### src/rtl/bus_demux4_if.sv
// bus_demux4_if
//   Bundles the initiator request/response channel and the shared four-target
//   request/response channel of the bus demultiplexer.
//   Initiator side : req_valid, req_ready, req_write, req_addr, req_wdata,
//                    resp_valid, resp_rdata, resp_err
//   Target side    : tgt_valid[3:0], tgt_ready[3:0], tgt_write, tgt_addr,
//                    tgt_wdata, tgt_resp_valid[3:0], tgt_rdata[4*DATA_SIZE-1:0]
//   modport slave  : the demultiplexer's view
//   modport master : the environment's view (initiator plus the four targets)
interface bus_demux4_if #(
    parameter int unsigned DATA_SIZE = 32,
    parameter int unsigned ADDR_SIZE = 32
);
    logic                   req_valid;
    logic                   req_ready;
    logic                   req_write;
    logic [ADDR_SIZE-1:0]   req_addr;
    logic [DATA_SIZE-1:0]   req_wdata;
    logic                   resp_valid;
    logic [DATA_SIZE-1:0]   resp_rdata;
    logic                   resp_err;
    logic [3:0]             tgt_valid;
    logic [3:0]             tgt_ready;
    logic                   tgt_write;
    logic [ADDR_SIZE-1:0]   tgt_addr;
    logic [DATA_SIZE-1:0]   tgt_wdata;
    logic [3:0]             tgt_resp_valid;
    logic [4*DATA_SIZE-1:0] tgt_rdata;

    modport slave (
        input  req_valid, req_write, req_addr, req_wdata,
        input  tgt_ready, tgt_resp_valid, tgt_rdata,
        output req_ready, resp_valid, resp_rdata, resp_err,
        output tgt_valid, tgt_write, tgt_addr, tgt_wdata
    );

    modport master (
        output req_valid, req_write, req_addr, req_wdata,
        output tgt_ready, tgt_resp_valid, tgt_rdata,
        input  req_ready, resp_valid, resp_rdata, resp_err,
        input  tgt_valid, tgt_write, tgt_addr, tgt_wdata
    );
endinterface

### src/rtl/bus_demux4.sv
// bus_demux4
//   Single-initiator to four-target bus demultiplexer. One load/store at a
//   time is steered to target addr[ADDR_SIZE-1:ADDR_SIZE-2] (0 data RAM,
//   1 I/O, 2 timer, 3 spare) and the target's response is returned as a
//   one-cycle resp_valid pulse. Absent targets (TGT_EN) and hung targets
//   (TIMEOUT cycles, 0 = never) produce an error response.
//   Ports:
//     clk    rising-edge clock
//     rst_n  asynchronous active-low reset; aborts any transaction in flight
//     bus    bus_demux4_if.slave (initiator and target channels)
//   All outputs are registered.
module bus_demux4 #(
    parameter int unsigned DATA_SIZE = 32,
    parameter int unsigned ADDR_SIZE = 32,
    parameter logic [3:0]  TGT_EN    = 4'b1111,
    parameter int unsigned TIMEOUT   = 255
) (
    input  logic        clk,
    input  logic        rst_n,
    bus_demux4_if.slave bus
);
    localparam int unsigned   TW   = (TIMEOUT < 2) ? 1 : $clog2(TIMEOUT + 1);
    localparam logic [TW-1:0] TLIM = TW'(TIMEOUT);

    typedef enum logic [1:0] {
        IDLE,
        REQ,
        WAIT,
        RESP
    } state_t;

    state_t               state_q, state_d;
    logic [1:0]           sel_q, sel_d;
    logic [TW-1:0]        timer_q, timer_d, timer_inc;
    logic                 err_q, err_d;
    logic [DATA_SIZE-1:0] rdata_q, rdata_d;
    logic                 accept;
    logic                 ready_sel;
    logic                 resp_sel;
    logic                 timeout_hit;
    logic [DATA_SIZE-1:0] rdata_sel;

    always_comb begin
        ready_sel = bus.tgt_ready[sel_q];
        resp_sel  = bus.tgt_resp_valid[sel_q];
        rdata_sel = '0;
        for (int unsigned i = 0; i < 4; i++) begin
            if (sel_q == 2'(i)) begin
                rdata_sel = bus.tgt_rdata[i*DATA_SIZE +: DATA_SIZE];
            end
        end
        timeout_hit = (TIMEOUT != 0) && (timer_q == TLIM);
        // Saturate so a ready taken at the limit still leaves WAIT guarded.
        timer_inc   = (timer_q == TLIM) ? timer_q : timer_q + TW'(1);

        accept  = 1'b0;
        state_d = state_q;
        sel_d   = sel_q;
        timer_d = timer_q;
        err_d   = err_q;
        rdata_d = rdata_q;

        unique case (state_q)
            IDLE: begin
                err_d = 1'b0;
                if (bus.req_valid && bus.req_ready) begin
                    accept  = 1'b1;
                    sel_d   = bus.req_addr[ADDR_SIZE-1 -: 2];
                    timer_d = '0;
                    rdata_d = '0;
                    if (TGT_EN[sel_d]) begin
                        state_d = REQ;
                    end else begin
                        state_d = RESP;
                        err_d   = 1'b1;
                    end
                end
            end
            REQ: begin
                timer_d = timer_inc;
                if (ready_sel) begin
                    if (resp_sel) begin
                        rdata_d = bus.tgt_write ? '0 : rdata_sel;
                        state_d = RESP;
                    end else begin
                        state_d = WAIT;
                    end
                end else if (timeout_hit) begin
                    rdata_d = '0;
                    err_d   = 1'b1;
                    state_d = RESP;
                end
            end
            WAIT: begin
                timer_d = timer_inc;
                if (resp_sel) begin
                    rdata_d = bus.tgt_write ? '0 : rdata_sel;
                    state_d = RESP;
                end else if (timeout_hit) begin
                    rdata_d = '0;
                    err_d   = 1'b1;
                    state_d = RESP;
                end
            end
            RESP: begin
                state_d = IDLE;
            end
            default: begin
                state_d = IDLE;
            end
        endcase
    end

    // Outputs are registered from the next state, so tgt_valid and req_ready
    // line up with the state they describe; the response pulse is issued on
    // the edge that leaves RESP.
    always_ff @(posedge clk or negedge rst_n) begin
        if (!rst_n) begin
            state_q        <= IDLE;
            sel_q          <= '0;
            timer_q        <= '0;
            err_q          <= 1'b0;
            rdata_q        <= '0;
            bus.req_ready  <= 1'b0;
            bus.resp_valid <= 1'b0;
            bus.resp_err   <= 1'b0;
            bus.resp_rdata <= '0;
            bus.tgt_valid  <= '0;
            bus.tgt_write  <= 1'b0;
            bus.tgt_addr   <= '0;
            bus.tgt_wdata  <= '0;
        end else begin
            state_q        <= state_d;
            sel_q          <= sel_d;
            timer_q        <= timer_d;
            err_q          <= err_d;
            rdata_q        <= rdata_d;
            bus.req_ready  <= (state_d == IDLE);
            bus.resp_valid <= (state_q == RESP);
            bus.resp_err   <= (state_q == RESP) && err_q;
            bus.resp_rdata <= (state_q == RESP) ? rdata_q : '0;
            bus.tgt_valid  <= (state_d == REQ) ? (4'b0001 << sel_d) : 4'b0000;
            if (accept) begin
                bus.tgt_write <= bus.req_write;
                bus.tgt_addr  <= bus.req_addr;
                bus.tgt_wdata <= bus.req_wdata;
            end
        end
    end
endmodule
### src/flat_wrapper.sv
// flat-port wrapper written by rule: the top's interface ports become plain ports
module bus_demux4_flat 
#(
    parameter int unsigned DATA_SIZE = 32,
    parameter int unsigned ADDR_SIZE = 32,
    parameter logic [3:0]  TGT_EN    = 4'b1111,
    parameter int unsigned TIMEOUT   = 255
)
  (clk, rst_n, bus_req_valid, bus_req_write, bus_req_addr, bus_req_wdata, bus_tgt_ready, bus_tgt_resp_valid, bus_tgt_rdata, bus_req_ready, bus_resp_valid, bus_resp_rdata, bus_resp_err, bus_tgt_valid, bus_tgt_write, bus_tgt_addr, bus_tgt_wdata);
  bus_demux4_if #(.DATA_SIZE(DATA_SIZE), .ADDR_SIZE(ADDR_SIZE)) bus_i ();
  input  logic clk;
  input  logic rst_n;
  input wire logic [$bits(bus_i.req_valid)-1:0] bus_req_valid;
  input wire logic [$bits(bus_i.req_write)-1:0] bus_req_write;
  input wire logic [$bits(bus_i.req_addr)-1:0] bus_req_addr;
  input wire logic [$bits(bus_i.req_wdata)-1:0] bus_req_wdata;
  input wire logic [$bits(bus_i.tgt_ready)-1:0] bus_tgt_ready;
  input wire logic [$bits(bus_i.tgt_resp_valid)-1:0] bus_tgt_resp_valid;
  input wire logic [$bits(bus_i.tgt_rdata)-1:0] bus_tgt_rdata;
  output wire logic [$bits(bus_i.req_ready)-1:0] bus_req_ready;
  output wire logic [$bits(bus_i.resp_valid)-1:0] bus_resp_valid;
  output wire logic [$bits(bus_i.resp_rdata)-1:0] bus_resp_rdata;
  output wire logic [$bits(bus_i.resp_err)-1:0] bus_resp_err;
  output wire logic [$bits(bus_i.tgt_valid)-1:0] bus_tgt_valid;
  output wire logic [$bits(bus_i.tgt_write)-1:0] bus_tgt_write;
  output wire logic [$bits(bus_i.tgt_addr)-1:0] bus_tgt_addr;
  output wire logic [$bits(bus_i.tgt_wdata)-1:0] bus_tgt_wdata;
  assign bus_i.req_valid = bus_req_valid;
  assign bus_i.req_write = bus_req_write;
  assign bus_i.req_addr = bus_req_addr;
  assign bus_i.req_wdata = bus_req_wdata;
  assign bus_i.tgt_ready = bus_tgt_ready;
  assign bus_i.tgt_resp_valid = bus_tgt_resp_valid;
  assign bus_i.tgt_rdata = bus_tgt_rdata;
  assign bus_req_ready = bus_i.req_ready;
  assign bus_resp_valid = bus_i.resp_valid;
  assign bus_resp_rdata = bus_i.resp_rdata;
  assign bus_resp_err = bus_i.resp_err;
  assign bus_tgt_valid = bus_i.tgt_valid;
  assign bus_tgt_write = bus_i.tgt_write;
  assign bus_tgt_addr = bus_i.tgt_addr;
  assign bus_tgt_wdata = bus_i.tgt_wdata;
  bus_demux4 #(.DATA_SIZE(DATA_SIZE), .ADDR_SIZE(ADDR_SIZE), .TGT_EN(TGT_EN), .TIMEOUT(TIMEOUT)) u_core (.clk(clk), .rst_n(rst_n), .bus(bus_i));
endmodule
### config.mk
export PLATFORM = sky130hd
export DESIGN_NAME = bus_demux4_flat
export DESIGN_NICKNAME = d
export VERILOG_FILES = /design/src/rtl/bus_demux4_if.sv /design/src/rtl/bus_demux4.sv /design/src/flat_wrapper.sv
export SDC_FILE = /design/constraint.sdc
export NUM_CORES = 1
export LEC_CHECK = 0
export ABC_AREA = 1
export BUFFER_PORTS_ARGS = -buffer_cell sky130_fd_sc_hd__buf_2
export CAP_MARGIN = 20
export CORE_MARGIN = 3
export CORE_UTILIZATION = 52
export DETAILED_ROUTE_END_ITERATION = 7
export PLACE_DENSITY = 0.85
export SYNTH_ARGS = -nofsm -noshare
export SYNTH_HDL_FRONTEND = slang
export SYNTH_SLANG_ARGS = --single-unit
### constraint.sdc
create_clock -name clk -period 3.5 [get_ports clk]
set_input_delay 0.35 -clock clk [delete_from_list [all_inputs] [get_ports clk]]
set_output_delay 0.35 -clock clk [all_outputs]
set_load 0.005 [all_outputs]
==> results of run 1 <==
registers in the layout, summed over array words and instances (netlist names):
name / count
u_core.bus.resp_rdata: 32
u_core.bus.tgt_addr: 32
u_core.bus.tgt_wdata: 32
u_core.rdata_q: 32
u_core.timer_q: 8
u_core.bus.tgt_valid: 4
u_core.sel_q: 2
u_core.state_q: 2
u_core.bus.req_ready: 1
u_core.bus.resp_err: 1
u_core.bus.resp_valid: 1
u_core.bus.tgt_write: 1
u_core.err_q: 1
metal layers:
metal	wire length, µm	GRT usage
met5	34	0
met4	452	0.0899
met3	1850	0.0827
met2	10900	0.468
met1	8510	0.337
cells by family after synthesis:
kind of cell | after synthesis | share of synthesized area
fa+ha+maj | 6 | 0.0102
buf+inv | 118 | 0.0681
compound gates | 107 | 0.0800
flops | 149 | 0.506
simple gates | 609 | 0.333
xor+xnor | 2 | 0.00238
critical path, cell delays in order (launching register included):
cell	delay (ps)
dfrtp_1	500
inv_2	320
buf_4	360
nand2_1	80
nand2_1	60
nand2_1	40
nand2_1	60
nand2_1	110
nand2_1	100
inv_2	60
nor2_8	360
nand2_1	90
nand2_1	100
nand2_1	70
nand2_1	70
layout make-up:
cell class | instances | area, µm²
Fill cell | 1103 | 3990
Sequential cell | 149 | 3730
Multi-Input combinational cell | 724 | 3150
Timing Repair Buffer | 319 | 1650
Clock buffer | 18 | 439
Tap cell | 176 | 220
Inverter | 57 | 214
Clock inverter | 14 | 174
how the worst max path moves through the flow:
stage,from,to,cells past startpoint
3_3_place_gp,u_core.sel_q[0],u_core.rdata_q[1],14
3_5_place_dp,u_core.sel_q[0],u_core.rdata_q[31],14
6_report,u_core.sel_q[0],u_core.rdata_q[18],14
5_1_grt,u_core.sel_q[0],u_core.rdata_q[1],14
4_1_cts,u_core.sel_q[0],u_core.rdata_q[31],14
2_1_floorplan,u_core.state_q[0],u_core.bus.tgt_valid[1],10
metrics by stage:
| stage | utilization | setup WS (ps) | cells |
|---|---|---|---|
| final | 0.706 | 1020 | 1457 |
| after global routing | 0.706 | 755 | 1457 |
| after CTS | 0.706 | 1060 | 1457 |
| after detailed placement | 0.660 | 1040 | 1425 |
| after global placement | 0.660 | 1150 | 1425 |
| after floorplan | - | 1780 | 991 |
power by group:
part	internal, W	switching, W
combinational	0.00113	0.00223
sequential	0.00228	0.000423
clock	0.00115	0.000737
total	0.00457	0.00339
Yosys cell counts:
cell type | count | area share
nor3_1 | 4 | 0.0027
nor2_2 | 1 | 0.00085
buf_4 | 1 | 0.0010
o31ai_1 | 15 | 0.015
buf_6 | 4 | 0.0061
dfrtp_1 | 149 | 0.51
o21ai_0 | 47 | 0.032
nor2_1 | 50 | 0.025
o22ai_1 | 1 | 0.00085
a21oi_2 | 1 | 0.0012
buf_1 | 3 | 0.0015
nand3b_1 | 1 | 0.0010
nand3_1 | 24 | 0.016
nand3_2 | 1 | 0.0014
or2_2 | 2 | 0.0017
nand2_1 | 486 | 0.25
a21oi_1 | 35 | 0.024
o21ai_1 | 7 | 0.0048
inv_1 | 54 | 0.028
o21ai_4 | 1 | 0.0022
buf_2 | 20 | 0.014
ha_1 | 6 | 0.010
xnor2_1 | 1 | 0.0012
nor2_8 | 1 | 0.0027
nand4_1 | 34 | 0.029
inv_2 | 3 | 0.0015
clkbuf_1 | 33 | 0.017
nand2_2 | 5 | 0.0042
xor2_1 | 1 | 0.0012
==> reports/qor.yml, run 1 <==
status: "complete, no violations"
die_x_um: 125
reg2reg_depth: 14
slew_viol_final: 0
synthDistinctLibCells: 29
layout-drive-gt1-share: 0.289
die_h_um: 125
gp_congestion: 0.882
post_cts_buffers: 0
end_kind: "register"
antenna_found_initial: 3
layout_common_cells: "nand2_1 (485), buf_2 (306), dfrtp_1 (149)"
clk_latency_ps: 420
power.leakage_nw: 5.83
skew_ps: 8.14
critPathMaxFanout: 32
final_area_um2: 9570
vias_per_cell: 5.15
required_ps: 3860
worst_pin_slew_ps: 1060
grt_max_degree: 96
power-per-cell-area_nw_per_um2: 831
avgSynthCellArea_um2: 7.43
worstPathArrival_ps: 2840
synthCells: 991
cts_resized: 0
worstSetupPathType: "register to register"
cts_made_buffers: 17
seq_area_frac_synth: 0.506
syn_area_um2: 7360
htree_levels: 4
reg2reg_setup_slack_ps: 1020
cts_buffer_depth: 2
drt_wl_total_mm: 21.8
cp-start-kind: "register"
r2r-start: "u_core.sel_q[0]"
min_period_ps: 2480
rows: 42
cts_tree: "yes"
hp-class: "input pin to asynchronous set/reset pin"
core_area_um2: 13600
vias: 7499
setup_viol: 0
drt_drc_violations_left: 0
first_iter_violations: 762
hold_viol_final: 0
power_w: 0.00796
hold_ws_ps: 18.2
clk_pin_slew_ps: 60
initial_utilization: 0.543
area_delta_synth_final_pct: 29.9
holdBufCountCts: 0
grt_overflow: 0
dpl-instance-area_um2: 8950
rsz0062_at_grt: "false"
cap_viol_max_count: 0
grt_first_pass_wirelength_mm: 35.2
period_share: 0.709
max_freq_mhz: 403
grtUsageTotal: 0.275
avgRoutedWirePerCell_um: 14.9
syn_nets: 1201
tns_ps: 0
vdd_drop_max_v: 0.000507
cts_root_buf: "clkbuf_16"
dieArea_um2: 15600
synth_warnings: 0
nets: 1478
antenna_cells: 0
synth-seq-cells: 149
layout_commonest_cell: "nand2_1"
antenna_left: 0
io_buffers: 307
relSlewSlack: 0.295
grt_pass1_vias: 7177
r2r_end: "u_core.rdata_q[18]"
io_pins: 308
clkSinkCount: 149
first_pass_iters: 7
post-dp-hpwl_mm: 15.3
(Power assumes the default switching activity.)
==> run 2: changes to the inputs <==
--- a/config.mk
+++ b/config.mk
@@ -9,9 +9,9 @@
 export BUFFER_PORTS_ARGS = -buffer_cell sky130_fd_sc_hd__buf_2
 export CAP_MARGIN = 20
 export CORE_MARGIN = 3
-export CORE_UTILIZATION = 52
+export CORE_UTILIZATION = 44
 export DETAILED_ROUTE_END_ITERATION = 7
-export PLACE_DENSITY = 0.85
+export PLACE_DENSITY = 0.76
 export SYNTH_ARGS = -nofsm -noshare
 export SYNTH_HDL_FRONTEND = slang
 export SYNTH_SLANG_ARGS = --single-unit
==> constraint.sdc (replaced) <==
create_clock -name clk -period 2.03 [get_ports clk]
set_input_delay 0.203 -clock clk [delete_from_list [all_inputs] [get_ports clk]]
set_output_delay 0.203 -clock clk [all_outputs]
set_load 0.005 [all_outputs]
==> run 2 against run 1 <==
Combinational power grew 94%. Clock power grew 61%. Clock skew shrank 2.5 ps. Total power grew 78%. Critical path type unchanged. Cell area grew 8.7%. Sequential power grew 72%. Hold slack lost 4.9 ps. Core utilization shrank 6.0 points. Sequential share of layout area shrank 3.1 points. Fmax grew 37%. Critical path depth shrank 5. Count of clock-buffer cells in the layout grew 1. Highest routed layer unchanged.
==> reports/qor.yml, run 2 (same netlist as run 1, synthesis figures left out) <==
status: "complete, no violations"
grt_first_pass_wirelength_mm: 38.4
hold_ws_ps: 13.3
hp-class: "input pin to register"
post-dp-hpwl_mm: 15.8
layout_commonest_cell: "nand2_1"
first_iter_violations: 471
cp-start-kind: "register"
layout-drive-gt1-share: 0.283
tns_ps: 0
dieArea_um2: 18300
grtUsageTotal: 0.263
grt_pass1_vias: 7913
clkSinkCount: 149
max_stage_delay_ps: 420
grt_max_degree: 58
avgRoutedWirePerCell_um: 15.5
drt_wl_total_mm: 24.4
cp_slowest_cell: "ha_1"
vdd_drop_max_v: 0.000910
rows: 46
hold_viol_final: 0
io_pins: 308
clk_pin_slew_ps: 60
power-per-cell-area_nw_per_um2: 1360
gp_congestion: 0.851
die_x_um: 135
power.leakage_nw: 6.18
antenna_cells: 0
worst_pin_slew_ps: 559
power_w: 0.0142
critPathMaxFanout: 6
fin_ws_ps: 214
cts_root_buf: "clkbuf_16"
nets: 1556
cp_num_buf_inv: 3
worstPathArrival_ps: 2120
setup_viol: 0
antenna_found_initial: 1
cts_tree: "yes"
period_share: 0.895
min_period_ps: 1820
initial_utilization: 0.457
vias_per_cell: 5.03
place_ws_ps: 197
die_h_um: 135
area_delta_synth_final_pct: 41.2
required_ps: 2330
utilization: 0.645
fillers: 1314
layout_common_cells: "nand2_1 (485), buf_2 (306), dfrtp_1 (148)"
cts_made_buffers: 17
drt_drc_violations_left: 0
skew_ps: 5.64
io_buffers: 307
path_cells: "inv_1, ha_1, inv_1, a21oi_1, nand2_1, inv_1, nand3_1, xor2_1, nor2_1"
max_freq_mhz: 551
critPathMostFrequentCell: "inv_1"
clk_latency_ps: 420
relSlewSlack: 0.628
slew_viol_final: 0
cap_viol_max_count: 0
core_area_um2: 16100
htree_levels: 4
cts_buffer_depth: 2
rsz0062_at_grt: "false"
vias: 7924
first_pass_iters: 6
post_cts_buffers: 0
cp_top_family: "adder cells"
grt_overflow: 0
worstSetupPathType: "register to register"
end_kind: "register"
antenna_left: 0
## run 2: changes by cell type in the layout (fill, tap and decap cells not counted), sizes merged
| cell | before | now |
|---|---|---|
| dlygate4sd3 | 0 | 62 |
| buf | 319 | 335 |
| clkinv | 3 | 8 |
| clkinvlp | 4 | 1 |
| inv | 61 | 58 |
| bufinv | 3 | 2 |
| clkbuf | 18 | 19 |
## run 2: layout make-up
cell class              count  area [µm²]  share of cell area
clock inverters            12         131              0.0126
clock buffers              19         433              0.0416
inverters                  57         214              0.0206
well taps                 216         270              0.0260
flip-flops and latches    149        3730               0.359
repair buffers            397        2470               0.238
multi-input cells         724        3150               0.303
## run 2: worst register-to-register path, stage by stage, from the launching register on
cell and delay [ps]:
dfrtp_1 400, inv_1 110, ha_1 420, inv_1 100
a21oi_1 130, nand2_1 120, inv_1 130, nand3_1 100
xor2_1 150, nor2_1 60
## run 2: timing repair
item,CTS,global route
setup endpoints to repair,0,2
hold endpoints to repair,115,0
resized for setup,0,1
hold buffers,62,0
## run 2: report_power, final
group / internal [W] / switching [W] / leakage (nW)
sequential: 0.00394 / 0.000704 / 1.97
combinational: 0.00238 / 0.00412 / 3.93
clock: 0.00180 / 0.00123 / 0.277
total: 0.00813 / 0.00606 / 6.18
## run 2: per-layer routing
layer / routed length, µm / up-vias / global-route usage
met1: 9170 / 3621 / 0.299
li1: - / 3824 / -
met5: 7 / - / 0
met3: 2230 / 77 / 0.0736
met2: 12000 / 400 / 0.461
met4: 954 / 2 / 0.116
## run 2: final timing paths
path	startpoint	to	slack, ps	depth (start not counted)
max	u_core.state_q[0]	u_core.timer_q[5]	210	9
min	bus_req_wdata[10]	u_core.bus.tgt_wdata[10]	10	3
max reg2reg	u_core.state_q[0]	u_core.timer_q[5]	210	9
min reg2reg	u_core.bus.tgt_wdata[23]	u_core.bus.tgt_wdata[23]	470	2
max in group asynchronous	rst_n	u_core.bus.tgt_addr[17]	1100	3
min in group asynchronous	rst_n	u_core.bus.resp_rdata[16]	320	2
## run 2: per-stage QoR
step,std cells,instance area (µm²)
floorplan,991,7360
global placement,1481,9210
detailed placement,1481,9210
CTS,1574,10400
global route,1574,10400
finish,1574,10400
==> run 3: changes to the inputs <==
--- a/config.mk
+++ b/config.mk
@@ -6,7 +6,7 @@
 export NUM_CORES = 1
 export LEC_CHECK = 0
 export ABC_AREA = 1
-export BUFFER_PORTS_ARGS = -buffer_cell sky130_fd_sc_hd__buf_2
+export BUFFER_PORTS_ARGS = -buffer_cell sky130_fd_sc_hd__buf_4
 export CAP_MARGIN = 20
 export CORE_MARGIN = 3
 export CORE_UTILIZATION = 44
==> run 3 against run 2 <==
Clock skew is 3.7 ps higher. Clock power decreased by 1%. Die area is the same. Hold slack improved by 7.2 ps. Register-to-register slack got worse by 70 ps. Critical endpoint is now u_core.rdata_q[16].
==> reports/qor.yml, run 3 (same netlist as run 1, synthesis figures left out) <==
status: "complete, no violations"
cts_root_buf: "clkbuf_16"
first_iter_violations: 439
nets: 1555
worstSetupPathType: "register to register"
dieArea_um2: 18300
end_kind: "register"
cts_made_buffers: 17
drt_wl_total_mm: 24.6
grt_pass1_vias: 7822
critPathMaxFanout: 40
die_x_um: 135
io_pins: 308
period_share: 0.928
worst_pin_slew_ps: 492
place_ws_ps: 214
path_cells: "buf_12, nor2_1, nand2_1, nand2_1, nor2_2, nand2_2, nand2_2, buf_4, nand4_1, nand2_1, nand2_1, nand2_1"
layout-drive-gt1-share: 0.283
required_ps: 2390
grtUsageTotal: 0.265
dpl.cell_count: 1480
max_freq_mhz: 531
antenna_cells: 0
post-dp-hpwl_mm: 16.4
antenna_found_initial: 0
clk_latency_ps: 420
vias: 7941
cap_viol_max_count: 0
clk_pin_slew_ps: 60
min_period_ps: 1880
drt_drc_violations_left: 0
layout_commonest_cell: "nand2_1"
gp_congestion: 0.836
fillers: 1283
grt_first_pass_wirelength_mm: 38.8
initial_utilization: 0.457
worstPathArrival_ps: 2240
die_h_um: 135
setup_viol: 0
hold_viol_final: 0
cp-start-kind: "register"
tns_ps: 0
slew_viol_final: 0
io_buffers: 307
grt_overflow: 0
skew_ps: 9.33
relSlewSlack: 0.672
cts_buffer_depth: 2
vdd_drop_max_v: 0.000789
vias_per_cell: 5.05
rows: 46
power-per-cell-area_nw_per_um2: 1310
hp-class: "input pin to register"
antenna_left: 0
cts_tree: "yes"
avgRoutedWirePerCell_um: 15.6
fin_ws_ps: 146
clkSinkCount: 149
critPathMostFrequentCell: "nand2_1"
max_stage_delay_ps: 400
first_pass_iters: 4
cp_slowest_cell: "dfrtp_1"
power.leakage_nw: 6.36
grt_max_degree: 54
rsz0062_at_grt: "false"
area_delta_synth_final_pct: 51.3
final_cells: 1574
layout_common_cells: "nand2_1 (485), buf_4 (325), dfrtp_1 (149)"
htree_levels: 4
core_area_um2: 16100
-- run 3: cell count changes in the layout (fill, tap and decap cells not counted) --
cell,change
buf_12,-1
buf_2,-306
buf_4,+305
buf_6,+1
bufinv_16,-1
clkbuf_1,-1
clkinv_2,-2
clkinv_4,-2
clkinvlp_4,+5
dfrtp_1,+1
dfrtp_2,-1
inv_6,+2
-- run 3: final cells by class --
cell class | instances | area, µm² | area share
flip-flops and latches | 149 | 3730 | 0.335
repair buffers | 396 | 3220 | 0.289
multi-input cells | 724 | 3150 | 0.282
clock buffers | 18 | 429 | 0.0385
well taps | 216 | 270 | 0.0243
inverters | 57 | 214 | 0.0192
clock inverters | 14 | 129 | 0.0116
-- run 3: final timing paths --
path	startpoint	end	slack (ps)	cells after the start
min in group asynchronous	rst_n	u_core.rdata_q[2]	300	2
max	u_core.sel_q[0]	u_core.rdata_q[16]	150	12
max reg2reg	u_core.sel_q[0]	u_core.rdata_q[16]	150	12
max in group asynchronous	rst_n	u_core.bus.tgt_wdata[11]	1010	3
min	bus_req_wdata[15]	u_core.bus.tgt_wdata[15]	20	3
min reg2reg	u_core.bus.tgt_addr[11]	u_core.bus.tgt_addr[11]	470	2
-- run 3: timing repair --
action | in CTS | in global routing
hold buffers | 62 | 0
setup endpoints to repair | 0 | 8
buffers inserted | 0 | 0
endpoints found under the hold margin | 107 | 0
resized for setup | 0 | 1
-- run 3: per-layer routing --
metal | routed length, µm | up-vias | share of wire | global-route usage
met5 | 0 | - | 0 | 0
met4 | 582 | 0 | 0.024 | 0.0941
met3 | 2230 | 43 | 0.091 | 0.0784
met2 | 12200 | 366 | 0.49 | 0.453
met1 | 9600 | 3713 | 0.39 | 0.319
li1 | - | 3819 | - | -
-- run 3: where the power goes --
part / total [W] / switching, W / internal, W
clock: 0.00299 / 0.00130 / 0.00169
sequential: 0.00465 / 0.000707 / 0.00394
combinational: 0.00692 / 0.00412 / 0.00280
-- run 3: through the flow --
stage	power, W	area [µm²]	hold WS [ps]	util
finish	0.0146	11100	20.5	0.691
global route	0.0156	11100	5.23	0.691
global placement	0.0112	9960	178	0.618
CTS	0.0145	11100	2.59	0.691
floorplan	0.00845	7360	-92.6	-
detailed placement	0.0114	9960	182	0.618
-- run 3: critical path: cells and delay by family, from the launching register on --
kind	cells	cell delay, ps
AND/OR/NAND/NOR	10	840
buffers and inverters	2	540
flip-flops	1	400
